$ cat config.mk
export PLATFORM = sky130hd
export DESIGN_NAME = disp_text_scan
export DESIGN_NICKNAME = d
export VERILOG_FILES = /design/src/rtl/disp_pkg.sv /design/src/rtl/disp_timing.sv /design/src/rtl/disp_text_scan.sv
export SDC_FILE = /design/constraint.sdc
export NUM_CORES = 1
export LEC_CHECK = 0
export ABC_AREA = 1
export CORE_ASPECT_RATIO = 2
export CORE_UTILIZATION = 40
export CTS_CLUSTER_DIAMETER = 60
export DETAILED_ROUTE_END_ITERATION = 16
export MAX_ROUTING_LAYER = met4
export PLACE_DENSITY = 0.63
export SYNTH_ARGS = -nofsm -noshare
export SYNTH_HDL_FRONTEND = slang
export SYNTH_SLANG_ARGS = --single-unit
export TNS_END_PERCENT = 50
$ cat constraint.sdc
create_clock -name clk -period 2.4 [get_ports clk]
set_input_delay 0.48 -clock clk [delete_from_list [all_inputs] [get_ports clk]]
set_output_delay 0.48 -clock clk [all_outputs]
set_load 0.03 [all_outputs]
$ cat src/rtl/disp_pkg.sv
// Shared constants and the control bundle for the text-mode display scanner.
package disp_pkg;

  localparam int COLS      = 64;
  localparam int ROWS      = 16;
  localparam int CHAR_W    = 8;
  localparam int CHAR_H    = 16;

  localparam int H_ACTIVE  = 640;
  localparam int H_FP      = 16;
  localparam int H_SYNC    = 96;
  localparam int H_TOTAL   = 800;
  localparam int V_ACTIVE  = 480;
  localparam int V_FP      = 10;
  localparam int V_SYNC    = 2;
  localparam int V_TOTAL   = 525;

  localparam int ADDR_W    = 10;
  localparam int CHAR_BITS = 8;
  localparam int LINE_BITS = 4;
  localparam int XPIX_BITS = 3;
  localparam int CNT_W     = 10;
  localparam int PIPE_LAT  = 6;

  // Beam-derived control carried alongside the fetch pipeline.
  typedef struct packed {
    logic                 de;
    logic                 hs;
    logic                 vs;
    logic                 in_text;
    logic                 fs;
    logic                 inv;
    logic [XPIX_BITS-1:0] xpix;
    logic [LINE_BITS-1:0] line;
  } scan_ctl_t;

endpackage

$ cat src/rtl/disp_timing.sv
// Raster counters and raw (undelayed) de/hsync/vsync/text-window flags.
module disp_timing
  import disp_pkg::*;
#(
  parameter int COLS_P     = COLS,
  parameter int ROWS_P     = ROWS,
  parameter int CHAR_W_P   = CHAR_W,
  parameter int CHAR_H_P   = CHAR_H,
  parameter int H_ACTIVE_P = H_ACTIVE,
  parameter int H_FP_P     = H_FP,
  parameter int H_SYNC_P   = H_SYNC,
  parameter int H_TOTAL_P  = H_TOTAL,
  parameter int V_ACTIVE_P = V_ACTIVE,
  parameter int V_FP_P     = V_FP,
  parameter int V_SYNC_P   = V_SYNC,
  parameter int V_TOTAL_P  = V_TOTAL
) (
  input  logic             clk,
  input  logic             reset,
  output logic [CNT_W-1:0] hcnt,
  output logic [CNT_W-1:0] vcnt,
  output logic             de0,
  output logic             hs0,
  output logic             vs0,
  output logic             in_text0,
  output logic             fs0
);

  logic [CNT_W-1:0] hcnt_reg;
  logic [CNT_W-1:0] vcnt_reg;

  always_ff @(posedge clk) begin
    if (reset) begin
      hcnt_reg <= '0;
      vcnt_reg <= '0;
    end else if (hcnt_reg == CNT_W'(H_TOTAL_P - 1)) begin
      hcnt_reg <= '0;
      vcnt_reg <= (vcnt_reg == CNT_W'(V_TOTAL_P - 1)) ? '0 : vcnt_reg + 1'b1;
    end else begin
      hcnt_reg <= hcnt_reg + 1'b1;
    end
  end

  assign hcnt     = hcnt_reg;
  assign vcnt     = vcnt_reg;
  assign de0      = (hcnt_reg < CNT_W'(H_ACTIVE_P)) && (vcnt_reg < CNT_W'(V_ACTIVE_P));
  assign hs0      = (hcnt_reg >= CNT_W'(H_ACTIVE_P + H_FP_P)) &&
                    (hcnt_reg <  CNT_W'(H_ACTIVE_P + H_FP_P + H_SYNC_P));
  assign vs0      = (vcnt_reg >= CNT_W'(V_ACTIVE_P + V_FP_P)) &&
                    (vcnt_reg <  CNT_W'(V_ACTIVE_P + V_FP_P + V_SYNC_P));
  assign in_text0 = (hcnt_reg < CNT_W'(COLS_P * CHAR_W_P)) && (vcnt_reg < CNT_W'(ROWS_P * CHAR_H_P));
  assign fs0      = (hcnt_reg == '0) && (vcnt_reg == '0);

endmodule

$ cat src/rtl/disp_text_scan.sv
// Character RAM read scanner: beam -> RAM address -> font ROM -> serial pixel.
// Optional blinking cell cursor when DISP_CURSOR_EN is defined.
module disp_text_scan
  import disp_pkg::*;
#(
  parameter int   COLS_P     = COLS,
  parameter int   ROWS_P     = ROWS,
  parameter int   CHAR_W_P   = CHAR_W,
  parameter int   CHAR_H_P   = CHAR_H,
  parameter int   H_ACTIVE_P = H_ACTIVE,
  parameter int   H_FP_P     = H_FP,
  parameter int   H_SYNC_P   = H_SYNC,
  parameter int   H_TOTAL_P  = H_TOTAL,
  parameter int   V_ACTIVE_P = V_ACTIVE,
  parameter int   V_FP_P     = V_FP,
  parameter int   V_SYNC_P   = V_SYNC,
  parameter int   V_TOTAL_P  = V_TOTAL,
  parameter logic SYNC_POL   = 1'b0
) (
  input  logic                           clk,
  input  logic                           reset,
`ifdef DISP_CURSOR_EN
  input  logic [ADDR_W-1:0]              cursor_addr,
`endif
  output logic [ADDR_W-1:0]              ram_addr,
  input  logic [CHAR_BITS-1:0]           ram_q,
  output logic [CHAR_BITS+LINE_BITS-1:0] font_addr,
  input  logic [CHAR_BITS-1:0]           font_q,
  output logic                           pixel,
  output logic                           de,
  output logic                           hsync,
  output logic                           vsync,
  output logic                           frame_start
);

  localparam int COL_SH = $clog2(CHAR_W_P);
  localparam int ROW_SH = $clog2(CHAR_H_P);

  logic [CNT_W-1:0] hcnt;
  logic [CNT_W-1:0] vcnt;
  logic de0, hs0, vs0, in_text0, fs0;

  disp_timing #(
    .COLS_P(COLS_P), .ROWS_P(ROWS_P), .CHAR_W_P(CHAR_W_P), .CHAR_H_P(CHAR_H_P),
    .H_ACTIVE_P(H_ACTIVE_P), .H_FP_P(H_FP_P), .H_SYNC_P(H_SYNC_P), .H_TOTAL_P(H_TOTAL_P),
    .V_ACTIVE_P(V_ACTIVE_P), .V_FP_P(V_FP_P), .V_SYNC_P(V_SYNC_P), .V_TOTAL_P(V_TOTAL_P)
  ) u_timing (
    .clk      (clk),
    .reset    (reset),
    .hcnt     (hcnt),
    .vcnt     (vcnt),
    .de0      (de0),
    .hs0      (hs0),
    .vs0      (vs0),
    .in_text0 (in_text0),
    .fs0      (fs0)
  );

  logic [ADDR_W-1:0] row_idx;
  logic [ADDR_W-1:0] col_idx;
  logic [ADDR_W-1:0] addr_next;
  scan_ctl_t         ctl0;

`ifdef DISP_CURSOR_EN
  logic [4:0] frame_cnt_reg;
`endif

  always_comb begin
    row_idx   = ADDR_W'(vcnt >> ROW_SH);
    col_idx   = ADDR_W'(hcnt >> COL_SH);
    addr_next = ADDR_W'(row_idx * ADDR_W'(COLS_P)) + col_idx;

    ctl0         = '0;
    ctl0.de      = de0;
    ctl0.hs      = hs0;
    ctl0.vs      = vs0;
    ctl0.in_text = in_text0;
    ctl0.fs      = fs0;
    ctl0.xpix    = hcnt[XPIX_BITS-1:0];
    ctl0.line    = vcnt[LINE_BITS-1:0];
`ifdef DISP_CURSOR_EN
    // Cursor cell blinks with a 32-frame period, lit in the upper half.
    ctl0.inv     = frame_cnt_reg[4] && in_text0 && (addr_next == cursor_addr);
`endif
  end

  // Stage k of the delay line holds the control word of the beam position
  // whose data is currently at fetch stage k.
  scan_ctl_t pipe_reg [1:PIPE_LAT-1];

  always_ff @(posedge clk) begin
    if (reset) begin
      for (int i = 1; i < PIPE_LAT; i++) pipe_reg[i] <= '0;
    end else begin
      pipe_reg[1] <= ctl0;
      for (int i = 2; i < PIPE_LAT; i++) pipe_reg[i] <= pipe_reg[i-1];
    end
  end

  logic [ADDR_W-1:0]              ram_addr_reg;
  logic [CHAR_BITS+LINE_BITS-1:0] font_addr_reg;
  logic                           pixel_reg, de_reg, hs_reg, vs_reg, fs_reg;
  logic [XPIX_BITS-1:0]           xpix_idx;
  logic                           glyph_bit;

  // font_q bit 7 is the leftmost pixel of the cell.
  assign xpix_idx  = XPIX_BITS'(CHAR_W_P - 1) - pipe_reg[PIPE_LAT-1].xpix;
  assign glyph_bit = font_q[xpix_idx];

  always_ff @(posedge clk) begin
    if (reset) begin
      ram_addr_reg  <= '0;
      font_addr_reg <= '0;
      pixel_reg     <= 1'b0;
      de_reg        <= 1'b0;
      hs_reg        <= ~SYNC_POL;
      vs_reg        <= ~SYNC_POL;
      fs_reg        <= 1'b0;
    end else begin
      ram_addr_reg  <= addr_next;
      font_addr_reg <= {ram_q, pipe_reg[3].line};
      pixel_reg     <= pipe_reg[PIPE_LAT-1].in_text & (glyph_bit ^ pipe_reg[PIPE_LAT-1].inv);
      de_reg        <= pipe_reg[PIPE_LAT-1].de;
      hs_reg        <= pipe_reg[PIPE_LAT-1].hs ? SYNC_POL : ~SYNC_POL;
      vs_reg        <= pipe_reg[PIPE_LAT-1].vs ? SYNC_POL : ~SYNC_POL;
      fs_reg        <= pipe_reg[PIPE_LAT-1].fs;
    end
  end

`ifdef DISP_CURSOR_EN
  always_ff @(posedge clk) begin
    if (reset) frame_cnt_reg <= '0;
    else if (fs_reg) frame_cnt_reg <= frame_cnt_reg + 1'b1;
  end
`endif

  assign ram_addr    = ram_addr_reg;
  assign font_addr   = font_addr_reg;
  assign pixel       = pixel_reg;
  assign de          = de_reg;
  assign hsync       = hs_reg;
  assign vsync       = vs_reg;
  assign frame_start = fs_reg;

endmodule

Word-level counts from Yosys, hierarchy flattened
Memory sizes are Yosys's and may differ from the RTL's.
Cells that the tools add are included.
- bitwise operators: 7
- reductions and logical operators: 8
- order comparisons: 9
- muxes and demuxes: 13
- equality and inequality tests: 2
- $add $sub $neg: 4
- operators with widths (cell ; count):
    13-bit 2-to-1 mux ; 5
    10-bit < comparator (second input constant) ; 3
    10-bit by 9-bit < comparator with 1-bit output (second input constant) ; 3
    10-bit by 1-bit adder with 10-bit output (second input constant) ; 2
    10-bit == test (second input constant) ; 2
    10-bit zero test ; 2
    10-bit by 7-bit adder with 10-bit output ; 1
    10-bit greater-or-equal comparator (second input constant) ; 1
    10-bit by 9-bit greater-or-equal comparator with 1-bit output (second input constant) ; 1
    10-bit 2-to-1 mux ; 1
    1-bit 2-to-1 mux ; 6
    1-bit logical AND ; 5
    1-bit bitwise OR ; 5
    3-bit by 4-bit < comparator with 1-bit output (second input constant) ; 1
    1-bit binary-select mux with 3-bit select ; 1
    3-bit subtractor (first input constant) ; 1
    2-bit OR reduction ; 1
    1-bit AND ; 1
    1-bit XOR ; 1
- logic and storage cells: 53
- output and inout port bits: 27
- input bits: 18
- memories: 1
- RAM bits: 65
- register bits after elaboration: 47
- memory list (memory ; words ; width ; read ports ; clocked after Yosys merged registers in ; write ports ; line ; RTL):
    pipe_reg ; 5 ; 13 ; 5 ; 0 ; 5 ; disp_text_scan.sv:89 ; scan_ctl_t pipe_reg [1:PIPE_LAT-1];

Depth between registers and ports, before layout
Gate-level depths: netlist (run 1).
An unclocked memory read counts as a cell.
- word-level depth: 6
- gate-level depth with buffers: 9
- gate-level depth less buffers: 9

Cells and area by module
Synthesis (run 1) repeated with hierarchy kept, for this count alone.
- cell total of the unflattened synthesis: 456
- area total of the unflattened synthesis: 3593.4 um^2
- modules (own cells, without submodules) (module ; instances ; cells an instance ; area an instance (um^2)):
    disp_text_scan ; 1 ; 276 ; 2406.1
    disp_timing ; 1 ; 180 ; 1187.4

Worst setup path before layout (run 1)
OpenSTA, ideal clock, no wires.
- kind: register -> register
- start point: reg u_timing.hcnt_reg[0], in the netlist u_timing.hcnt[0]
- end point: reg u_timing.vcnt_reg[7], in the netlist u_timing.vcnt[7]
- library setup time: 0.114 ns
- stages on the path, launching flop included: 9
- setup slack: 1.075 ns
- clock period less this slack: 1.325 ns
- arrival: 1.211 ns
- cell sequence: dfxtp_1 > ha_1 > nand2_2 > nor2_8 > inv_4 > nor2_8 > nand2_2 > nor2_1 > nor2_2
- word-level cells in the longest chain between the ends: 1
- RTL lines (item ; line ; RTL):
    from (decl) ; disp_timing.sv:29 ; logic [CNT_W-1:0] hcnt_reg;
    from (signal assigned) ; disp_timing.sv:40 ; hcnt_reg <= hcnt_reg + 1'b1;
    10-bit == test ; disp_timing.sv:36 ; end else if (hcnt_reg == CNT_W'(H_TOTAL_P - 1)) begin
    to (signal assigned) ; disp_timing.sv:38 ; vcnt_reg <= (vcnt_reg == CNT_W'(V_TOTAL_P - 1)) ? '0 : vcnt_reg + 1'b1;
    to (decl) ; disp_timing.sv:30 ; logic [CNT_W-1:0] vcnt_reg;
Every way passes these cells.
A chain may end at the register's enable or synchronous reset.

Final worst setup path (run 1)
- start point: reg ram_addr_reg[3], in the netlist ram_addr[3]
- end point: out ram_addr[3]
- RTL lines (item ; line ; RTL):
    from (decl) ; disp_text_scan.sv:100 ; logic [ADDR_W-1:0] ram_addr_reg;
    from (signal assigned) ; disp_text_scan.sv:120 ; ram_addr_reg <= addr_next;
    to (decl) ; disp_text_scan.sv:25 ; output logic [ADDR_W-1:0] ram_addr,
No word-level cell between the ends.

==> results.tsv, run 1 <==
metric	value	unit
timing.critical_path.from_type	flop	
clockBufferDepth	2	
setup_viol	0	
outcome	finished, final reports clean	
cp.arrival	1.32	ns
groute.usage.overall	16.0	%
worst_path_largest_cell_delay	0.67	ns
first_iter_violations	111	
cts.clk_slew.worst_paths	0.07	ns
min-delay-start	pipe_reg[0][75]	
utilization	50.2	%
via_per_inst	4.39	
avgRoutedWirePerCell	10.8	um
synth-adder-area-share	2.13	%
numCtsBuffers	9	
stdcell_area	0.00431	mm^2
power.share.clock	44.2	%
cp_slowest_cell	clkdlybuf4s50_1	
critical_path.startpoint	ram_addr[3]	
clock_sinks	99	
peakVddDrop	0.000491	V
yosys.area_share.xor_xnor	1.25	%
combinationalPowerShare	4.0	%
path_cells	clkdlybuf4s50_1	
slew_viol_final	0	
power.total	3.24	mW
grt_pass1_vias	2465	
worst-path-max-fanout	1	
floorplan.core_area	0.00859	mm^2
register_area	0.00198	mm^2
seq_power_share	51.8	%
wl_final	6220	um
boundaryPins	45	
ctsHtreeMaxLevel	3	
final.fill_count	835	
ys_warn_count	0	
grt_setup_unrepaired	no	
timing.rr.start	u_timing.hcnt[0]	
timing.fmax	554	MHz
async_reset_ff_share	0	%
timing_worst_slew_pin_value	0.436	ns
max-cap-violations	0	
worst_skew_pair.late_latency	0.34	ns
period_share	75.2	%
power.switching_fraction	20.8	%
synth-seq-area-share	56.4	%
cpLargestDelayFamily	buffers and inverters	
antenna_violating_nets_post_route	0	
ys_dominant_reg_cell	dfxtp_1	
initial_antenna_violation_count	0	
initial_core_util	41.0	%
category_of_the_most_critical_setup_path	flop to output port	
portBuffers	44	
ys_seq_elements	99	
antenna-diode-count	0	
endpoints_failing_hold	0	
root_buffer	clkbuf_16	
std_cell_rows	48	
synth_compound_gate_area_share	2.35	%
flow.area_growth_from_synthesis	22.7	%
synth_top_cell_area_share	56.4	%
post_synth_mux_area_share	0	%
whs	0.372	ns
slew_headroom	70.8	%
largest_register_ff_count	52	
post_synth.cell_area_avg	8.26	um^2
synth_top_family_by_area	simple AND/OR/NAND/NOR gates	
dr.pass1.iters	4	
power.internal	2.57	mW
synth_enable_flop_cells	0	
worstSetupEndpointType	output port	
setup_total_negative_slack	0	ns
fin_worst_skew	0.00616	ns
post_synth_num_cell_types	30	
cell_types_occupying_the_most_area_after_synthesis	dfxtp_1, nor2_1, inv_1	
synthesis.nets	450	
maximum_number_of_pins_on_one_net_before_global_route_repair	38	
nets	493	
gpl.final_weighted_congestion	0.846	
post_cts.repair.setup_buffers	0	
overflow_left_after_global_routing	0	
syn_inst	426	
crit_buf_inv	1	
timing.final.crit_period	1.80	ns
cts-hold-fix-buffers	0	
worstPathRequired	1.92	ns
cts.repair.resized	0	
min_delay_worst_type	flop to flop	
floorplan.die.width	68.3	um
multi_input_comb_area	0.00111	mm^2
drc_errors	0	
power_per_standard_cell_area	752	mW/mm^2
die_area	0.00919	mm^2
die_height	135	um
route.vias.total	2520	
tritoncts	built	
syn-cell-area	0.00352	mm^2
synthSimpleGateAreaFrac	25.9	%
detailed_place.area	0.00401	mm^2
dp_hpwl	4440	um
switchingPower	0.675	mW
power.leakage	1.85	nW
wire_length_of_the_first_global_routing_pass	10500	um
netlist.top_cell.by_area	dfxtp_1	
proportion_of_layout_cells_with_a_drive_suffix_above_1	9.70	%
==> power by group through the flow <==
stage,registers (mW),clock network [mW],logic [mW]
final,1.68,1.43,0.131
after global routing,1.68,1.56,0.147
after CTS,1.68,1.47,0.134
after detailed placement,1.72,0,0.133
after global placement,1.72,0,0.132
after floorplan,1.73,0,0.0638
==> cells in the final DEF (no fill, tap or decap), drive strengths merged, types with 6 or more instances in the layout <==
cell and n:
nand4 8, clkdlybuf4s50 43, inv 91, a21oi 8, ha 6, nand3 16, clkbuf 11, dfxtp 99
nand2 57, nor2 109
==> metrics by stage <==
stage	instances	setup WS (ns)
after floorplan	426	1.07
after global placement	558	0.866
after detailed placement	558	0.795
after CTS	574	0.575
after global routing	574	0.535
final	574	0.596
==> cell type report <==
| class | instances | area share [%] |
|---|---|---|
| clock buffers | 11 | 5.63 |
| clock inverters | 5 | 1.39 |
| inverters | 90 | 7.89 |
| multi-input cells | 223 | 25.8 |
| flip-flops and latches | 99 | 45.9 |
| well taps | 100 | 2.90 |
| repair buffers | 46 | 10.4 |
==> synth_stat cells, types with 2 or more instances <==
| cell | count |
|---|---|
| a21oi_1 | 5 |
| a21oi_2 | 3 |
| buf_1 | 3 |
| buf_2 | 2 |
| buf_4 | 4 |
| clkbuf_1 | 4 |
| dfxtp_1 | 99 |
| ha_1 | 6 |
| inv_1 | 86 |
| inv_2 | 3 |
| nand2_1 | 51 |
| nand2_2 | 4 |
| nand2_4 | 2 |
| nand3_1 | 14 |
| nand4_1 | 8 |
| nor2_1 | 98 |
| nor2_2 | 8 |
| nor2_8 | 2 |
| nor3_1 | 5 |
| nor3b_2 | 2 |
| o21ai_0 | 5 |
| xor2_1 | 4 |
==> worst paths after layout <==
kind,slack (ns),end,cells past startpoint
min reg2reg,0.37,vsync,1
max reg2reg,0.81,u_timing.vcnt[7],8
min,0.37,vsync,1
max,0.60,ram_addr[3],1
==> logic make-up (layout without fill, tap and decap cells) <==
logic type      after synthesis  after routing
xor+xnor                      5              5
compound gates               14             14
simple gates                198            198
flops                        99             99
buf+inv                     104            152
fa+ha+maj                     6              6
==> routing by layer <==
metal | track usage (%) | part of all wire [%] | vias up
met1 | 15.1 | 39 | 1113
met5 | - | 0 | -
met4 | 11.0 | 4.4 | 0
met2 | 27.1 | 53 | 58
li1 | - | - | 1331
met3 | 4.05 | 3.8 | 18
(Power assumes the default switching activity.)
==> run 2, diff against run 1 <==
==> constraint.sdc (replaced) <==
create_clock -name clk -period 1.87 [get_ports clk]
set_input_delay 0.374 -clock clk [delete_from_list [all_inputs] [get_ports clk]]
set_output_delay 0.374 -clock clk [all_outputs]
set_load 0.03 [all_outputs]
==> results.tsv, run 2 (synthesized netlist as in run 1, its figures left out) <==
metric	value	unit	change
avgRoutedWirePerCell	10.8	um	about the same
fin_worst_skew	0.00620	ns	was 0.00616 ns
peakVddDrop	0.000487	V	was 0.000491 V
boundaryPins	45		unchanged
wl_final	6180	um	was 6220 um
setup_viol	0		unchanged
floorplan.core_area	0.00859	mm^2	unchanged
antenna_violating_nets_post_route	0		unchanged
slew_headroom	74.4	%	was 70.8%
grt_setup_unrepaired	no		unchanged
grt_pass1_vias	2466		was 2465
timing.critical_path.from_type	flop		unchanged
timing.fmax	583	MHz	
route.vias.total	2537		was 2520
die_height	135	um	unchanged
overflow_left_after_global_routing	0		unchanged
drc_errors	0		unchanged
power.leakage	1.85	nW	about the same
dr.pass1.iters	4		unchanged
portBuffers	44		unchanged
setup_total_negative_slack	0	ns	unchanged
proportion_of_layout_cells_with_a_drive_suffix_above_1	9.92	%	was 9.70%
worst_skew_pair.late_latency	0.34	ns	about the same
maximum_number_of_pins_on_one_net_before_global_route_repair	72		was 38
floorplan.die.width	68.3	um	unchanged
groute.usage.overall	15.7	%	was 16.0%
utilization	50.1	%	was 50.2%
wire_length_of_the_first_global_routing_pass	10200	um	was 10500 um
slew_viol_final	0		unchanged
path_cells	clkdlybuf4s50_1		unchanged
worst-path-max-fanout	1		unchanged
clockBufferDepth	2		unchanged
die_area	0.00919	mm^2	unchanged
first_iter_violations	106		was 111
timing_worst_slew_pin_value	0.382	ns	was 0.436 ns
post_cts.repair.setup_buffers	0		unchanged
dp_hpwl	4410	um	was 4440 um
initial_core_util	41.0	%	unchanged
layout.cells.most_common	dfxtp_1		unchanged
final_cell_mix	dfxtp_1, nor2_1, inv_1		unchanged
worstSetupEndpointType	output port		unchanged
root_buffer	clkbuf_16		unchanged
max-cap-violations	0		unchanged
timing.final.crit_period	1.71	ns	
cts.repair.resized	0		unchanged
gpl.final_weighted_congestion	0.867		was 0.846
cp_slowest_cell	clkdlybuf4s50_1		unchanged
dpl_worst_slack	0.272	ns	was 0.795 ns
category_of_the_most_critical_setup_path	flop to output port		unchanged
cts.clk_slew.worst_paths	0.06	ns	was 0.07 ns
cts-hold-fix-buffers	0		unchanged
worst_path_largest_cell_delay	0.67	ns	about the same
nets	493		unchanged
clock_sinks	99		unchanged
antenna-diode-count	0		unchanged
finalWorstSetupSlack	0.155	ns	was 0.596 ns
crit_buf_inv	1		unchanged
tritoncts	built		unchanged
initial_antenna_violation_count	0		unchanged
numCtsBuffers	9		unchanged
ctsHtreeMaxLevel	3		unchanged
std_cell_rows	48		unchanged
via_per_inst	4.42		was 4.39
worstPathRequired	1.50	ns	was 1.92 ns
outcome	finished, final reports clean		unchanged
power_per_standard_cell_area	940	mW/mm^2	was 752 mW/mm^2
largest_register_ff_count	52		unchanged
cp.arrival	1.34	ns	was 1.32 ns
flow.area_growth_from_synthesis	22.4	%	was 22.7%
cpLargestDelayFamily	buffers and inverters		unchanged
period_share	91.7	%	
min_delay_worst_type	primary input to flop		was flop to flop
endpoints_failing_hold	0		unchanged
==> run 2: area by class of cell <==
type / instances / area [um^2]
clock buffers: 9 / 225
clock inverters: 7 / 57.6
fillers: 835 / 4280
inverters: 90 / 340
multi-input cells: 223 / 1110
flip-flops and latches: 99 / 1980
well taps: 100 / 125
repair buffers: 46 / 463
==> run 2: final timing paths <==
check / startpoint / to / slack [ns] / depth (start not counted)
worst min register to register: pipe_reg[0][76] / hsync / 0.37 / 1
worst max register to register: u_timing.hcnt[0] / u_timing.vcnt[7] / 0.26 / 8
worst max-delay path: ram_addr[2] / ram_addr[2] / 0.16 / 1
worst min-delay path: reset / hsync / 0.36 / 3
==> run 2: through the flow <==
step	power [mW]	hold slack [ns]	std cells	area (um^2)
6_report	4.05	0.361	574	4310
5_1_grt	4.21	0.377	574	4310
4_1_cts	4.12	0.351	574	4310
3_5_place_dp	2.38	0.359	558	4020
3_3_place_gp	2.37	0.355	558	4020
2_1_floorplan	2.30	0.351	426	3520
==> run 2: report_power, final <==
part	internal, mW	switching [mW]
Clock	0.922	0.804
Sequential	2.14	0.0120
Combinational	0.0759	0.0932
==> run 2: per-layer routing <==
layer	GRT usage [%]	part of all wire [%]	vias up
met3	3.72	3.8	18
met1	13.6	37	1119
met5	-	0	-
met2	27.2	54	66
met4	12.2	4.9	0
li1	-	-	1334
